$ cat config.mk
export PLATFORM = sky130hd
export DESIGN_NAME = prog_clock_divider
export DESIGN_NICKNAME = d
export VERILOG_FILES = /design/src/rtl/prog_clock_divider.sv
export SDC_FILE = /design/constraint.sdc
export NUM_CORES = 1
export LEC_CHECK = 0
export CAP_MARGIN = 20
export CORE_MARGIN = 3
export CORE_UTILIZATION = 40
export DETAILED_ROUTE_END_ITERATION = 7
export SYNTH_ARGS = -nofsm -noshare
export SYNTH_HDL_FRONTEND = slang
export SYNTH_SLANG_ARGS = --single-unit
$ cat constraint.sdc
create_clock -name clk_in -period 4.26 [get_ports clk_in]
set_input_delay 0.852 -clock clk_in [delete_from_list [all_inputs] [get_ports clk_in]]
set_output_delay 0.852 -clock clk_in [all_outputs]
set_load 0.005 [all_outputs]
$ cat src/rtl/prog_clock_divider.sv
// ----------------------------------------------------------------------------
// prog_clock_divider
//
// Programmable integer clock divider. The active ratio N can be changed at
// run time. A new ratio is held as pending and takes effect only at a period
// boundary, so a period that has already started is never shortened.
// clk_out is high for ceil(N/2) input cycles and low for the rest.
//
// Parameters
//   CNT_W        width of the divide ratio and the counter
//   DEFAULT_DIV  ratio active after reset (2 .. 2^CNT_W-1)
//
// Ports
//   clk_in     system clock, rising edge
//   rst        asynchronous reset, active low
//   en         count enable; 0 freezes the divider
//   div_load   one-cycle request to load div_value as the next ratio
//   div_value  requested ratio, sampled when div_load is high
//   clk_out    divided clock, registered
//   tick       one-cycle strobe on each clk_out period boundary
//   busy       a loaded ratio is pending and not yet active
//   div_ack    one-cycle pulse on the edge a pending ratio becomes active
//   div_err    one-cycle pulse when a load is rejected (div_value < 2)
//   tick_cnt   16-bit free-running count of ticks
//              (present only when CLKDIV_TICK_CNT_EN is defined)
//
// Optional feature macro: CLKDIV_TICK_CNT_EN
// ----------------------------------------------------------------------------
module prog_clock_divider #(
   parameter int unsigned CNT_W       = 16,
   parameter int unsigned DEFAULT_DIV = 2
) (
   input  logic             clk_in,
   input  logic             rst,
   input  logic             en,
   input  logic             div_load,
   input  logic [CNT_W-1:0] div_value,
   output logic             clk_out,
   output logic             tick,
   output logic             busy,
   output logic             div_ack,
   output logic             div_err
`ifdef CLKDIV_TICK_CNT_EN
   ,
   output logic [15:0]      tick_cnt
`endif
);

   localparam logic [CNT_W-1:0] DIV_RST = CNT_W'(DEFAULT_DIV);
   localparam logic [CNT_W-1:0] CNT_RST = CNT_W'(DEFAULT_DIV - 1);
   localparam logic [CNT_W-1:0] ONE     = CNT_W'(1);
   localparam logic [CNT_W-1:0] TWO     = CNT_W'(2);

   logic [CNT_W-1:0] div_n;      // active ratio N
   logic [CNT_W-1:0] cnt;        // position inside the current period
   logic [CNT_W-1:0] pend_val;   // ratio waiting for the next wrap

   logic [CNT_W-1:0] n_last;
   logic [CNT_W-1:0] cnt_inc;
   logic [CNT_W-1:0] high_len;
   logic             wrap;
   logic             load_ok;
   logic             load_bad;

   always_comb begin
      n_last   = div_n - ONE;
      cnt_inc  = cnt + ONE;
      // ceil(N/2) without forming N+1, which could overflow CNT_W bits
      high_len = (div_n >> 1) + {{(CNT_W-1){1'b0}}, div_n[0]};
      wrap     = en && (cnt == n_last);
      load_ok  = div_load && (div_value >= TWO);
      load_bad = div_load && (div_value <  TWO);
   end

   always_ff @(posedge clk_in or negedge rst) begin
      if (!rst) begin
         div_n    <= DIV_RST;
         cnt      <= CNT_RST;
         pend_val <= '0;
         clk_out  <= 1'b0;
         tick     <= 1'b0;
         busy     <= 1'b0;
         div_ack  <= 1'b0;
         div_err  <= 1'b0;
      end else begin
         tick    <= 1'b0;
         div_ack <= 1'b0;
         div_err <= load_bad;

         if (en) begin
            if (wrap) begin
               cnt     <= '0;
               clk_out <= 1'b1;
               tick    <= 1'b1;
               if (busy) begin
                  div_n   <= pend_val;
                  div_ack <= 1'b1;
               end
            end else begin
               cnt     <= cnt_inc;
               clk_out <= (cnt_inc < high_len);
            end
         end

         // A load coinciding with a wrap: the old pending value is applied
         // above, the new one becomes pending and busy stays set.
         if (load_ok) begin
            pend_val <= div_value;
            busy     <= 1'b1;
         end else if (wrap) begin
            busy     <= 1'b0;
         end
      end
   end

`ifdef CLKDIV_TICK_CNT_EN
   always_ff @(posedge clk_in or negedge rst) begin
      if (!rst) begin
         tick_cnt <= '0;
      end else if (wrap) begin
         tick_cnt <= tick_cnt + 16'd1;
      end
   end
`endif

endmodule

==> impl_results.md <==
* CTS H-tree lvls at 2
* Pwr Total at between 1 and 1.5 mW
* Hold Worst Slack at 0.493 ns
* Number of synthesized flops with an enable pin at 0
* First drt pass iteration count at 4
* Finished Cell Area at between 0.004 and 0.005 mm^2
* Placed Cells at 484
* Synthesized-area fraction occupied by adder cells at 6.44%
* Post-route minimum period at 3.49 ns
* Status: finished clean
* Routed vias at ~2,800
* Clock tree buffer depth at 2
* Syn Std Cell Area at around 0.0037 mm^2
* Vias in the first global route at 2,633
* Ys flop type: dfrtp_1
* DRC viols at 0
* Crit Path Max Fanout at 16
* Gate Count Post-Synth at around 370
* Post-CTS Resized at 0
* Worst Skew at about 0.017 ns
* RSZ-0062 raised after global routing: no
* Die area at approximately 0.010 mm^2
* Mux cell area share after synthesis at 11.0%
* CP Data Required Time at between 4 and 5 ns
* Synth unique cells at 64
* Internal at 892 uW
* Global route overflow at 0
* Clk pwr share at 28.9%
* Synth warn at 0
* Met3 WL at between 300 and 400 um
* Async set-reset flop share out of synthesis at between 90% and 100%
* Post-synthesis simple-gate area fraction at 18.9%
* Sequential share of the synthesized area at 36.0%
* Crit path launch type: flop
* Setup TNS at 0 ns
* Placer Congestion at 0.846
* Worst Hold Class: flop to flop
* Worst slew pin tran at 0.832 ns
* Initial antenna violation count at 0
* Max layer used: met4
* Fin cells at 492
* Slew Viols, Final at 0
* Worst Setup End Kind: flop
* Io pins at 25
* Global-route wire length before repair at 13,200 um
* Xor and xnor fraction of the mapped netlist area at 11.8%
* LEAKAGE at 1.78 nW
* Die Span Y at 102 um
* Share of layout cells above drive strength 1 at 12.8%
* Layout Area Growth over Synthesis at 10.6%
* DR WL/cell at 15.4 um
* Net Sw Power at 394 uW
* Net Count, Synth at 411
* Endpoints failing hold at 0
* Switching part of the total power at 30.7%
* Port Buf Inserts at 24
* Comb power frac at a little under a quarter
* N_diodes at 0
* Largest family of logic cells by synthesized area: simple AND/OR/NAND/NOR gates
* Max-slew headroom at 44.5%
* Drt via density at 5.60
* Register bit total from synthesis at 53
* VDD IR max at 0.000123 V
* Maxcap violations at 0
* Detailed Route WL at roughly 7600 um
* Most common cell after layout, fill and taps aside: dfrtp_1
* Synth Area per Inst at between 9 and 10 um^2
* FP Rows at 34
* Clock Tree Root: clkbuf_8
* Starting density of the core at between 40% and 50%
* Clk slew on worst S/H paths at 0.10 ns
* Final worst path period share at 82.0%
* Largest net degree at the start of global routing at 54
* Most frequent cells in the layout: dfrtp_1 (51), xnor2_1 (33), nand3_1 (27), clkdlybuf4s50_1 (23), nor2_1 (22)
* Final Net Count at 422
* Total track usage at 15.8%
* Setup Buffers After CTS at 0
* Clk_lat worst skew at 0.32 ns
* Compound-Gate Fraction of Synth Area at 10.7%
* Die W at 102 um
* Reg power frac at between 40% and 50%
* DRT iter0 DRCs at 150
* Clock tree from TritonCTS: built
* Met2 wire len at between 3000 and 4000 um
* CTS Buf Count at 5
* Worst Path Arrival at 3.69 ns
* Met1 Wirelength at around 3800 um
* Post-DRT Antenna Nets at 0
* Setup violators final at 0
* # clock sinks at 53
* Max Freq at ~290 MHz
* Hold buffers post-CTS at 0
* Detailed-placement wirelength estimate at 5620 um
* Area after DPL at between 0.003 and 0.004 mm^2
* Fill cell count at 845
* Critical setup path kind: flop to flop
* Pwr dens at approximately 310 mW/mm^2
* Core area at ~0.0088 mm^2
-- per-stage QoR --
stage	setup WS, ns	utilization [%]
after floorplan	1.14	-
after global placement	0.713	44.8
after detailed placement	0.710	44.8
after CTS	0.722	46.2
after global routing	0.500	46.2
final	0.767	46.2
-- synthesized netlist by cell type, drive strengths merged, types with 2 or more instances --
library cell	count	share of area, %
dfrtp	51	35
xnor2	33	7.8
mux2	32	11
nand3	27	3.7
nor2	22	2.2
ha	19	6.4
inv	19	1.9
o21ai	17	2.3
clkbuf	15	1.5
xor2	14	3.3
nand2	12	1.2
and3	11	1.9
buf	8	1.7
a21o	6	1.2
nor2b	6	1.0
nor3	6	0.95
nor4	6	1.4
a31o	5	1.2
and2	4	0.68
o31ai	4	0.81
or4	4	0.91
a211oi	3	0.61
a21oi	3	0.41
a31oi	3	0.51
nand4	3	0.68
o211ai	3	0.61
or2	3	0.51
or3	3	0.51
a311o	2	0.54
and4	2	0.47
dfstp	2	1.4
nand4b	2	0.47
nor4b	2	0.64
o21a	2	0.41
o21bai	2	0.41
-- area by class of cell --
type	count	area, um^2	area share [%]
multi-input combinational	277	2170	53.2
inverter	19	71.3	1.75
sequential	53	1330	32.5
clock inverter	3	50.0	1.23
tap	108	135	3.31
timing repair buffer	27	258	6.31
clock buffer	5	68.8	1.68
-- power by group through the flow --
stage / Clock (mW) / Sequential [mW] / Combinational [mW]
after floorplan: 0 / 0.595 / 0.235
after global placement: 0 / 0.619 / 0.294
after detailed placement: 0 / 0.621 / 0.302
after CTS: 0.387 / 0.612 / 0.305
after global routing: 0.407 / 0.622 / 0.348
final: 0.371 / 0.612 / 0.303
-- metal layers --
metal  vias to the layer above  GRT usage [%]
met5                         -              0
met4                         0           4.34
met3                        15           2.66
met2                        65           23.6
met1                      1317           23.6
li1                       1356              -
-- sequential cells by signal, summed over array words and instances, names as in the netlist --
register	flops
div_n	16
clk_out	1
div_err	1
cnt	16
busy	1
pend_val	16
div_ack	1
tick	1
-- logic make-up after synthesis --
family / Yosys count
muxes: 33
AOI/OAI and AO/OA: 57
and+or+nand+nor: 120
adders and majority gates: 19
buffers and inverters: 42
xor gates and xnor gates: 48
DFF: 53
-- final timing paths --
| path | from | endpoint | slack (ns) | cells after the start |
|---|---|---|---|---|
| max | div_n[0] | div_n[15] | 0.77 | 9 |
| min | pend_val[0] | div_n[0] | 0.49 | 1 |
| max reg2reg | div_n[0] | div_n[15] | 0.77 | 9 |
| min reg2reg | pend_val[0] | div_n[0] | 0.49 | 1 |
| max in group asynchronous | rst | pend_val[10] | 3.15 | 2 |
| min in group asynchronous | rst | cnt[4] | 0.63 | 2 |
-- critical path, stage by stage (launching register included) --
cell and delay (ns):
dfrtp_1 0.47, inv_1 0.09, ha_1 0.30, nor2b_1 0.41
a31oi_1 0.13, or4_1 0.58, nor4b_2 0.27, nand4_2 0.13
or2_1 0.54, mux2_1 0.44
Note: power is estimated with default switching activity, not from simulation.
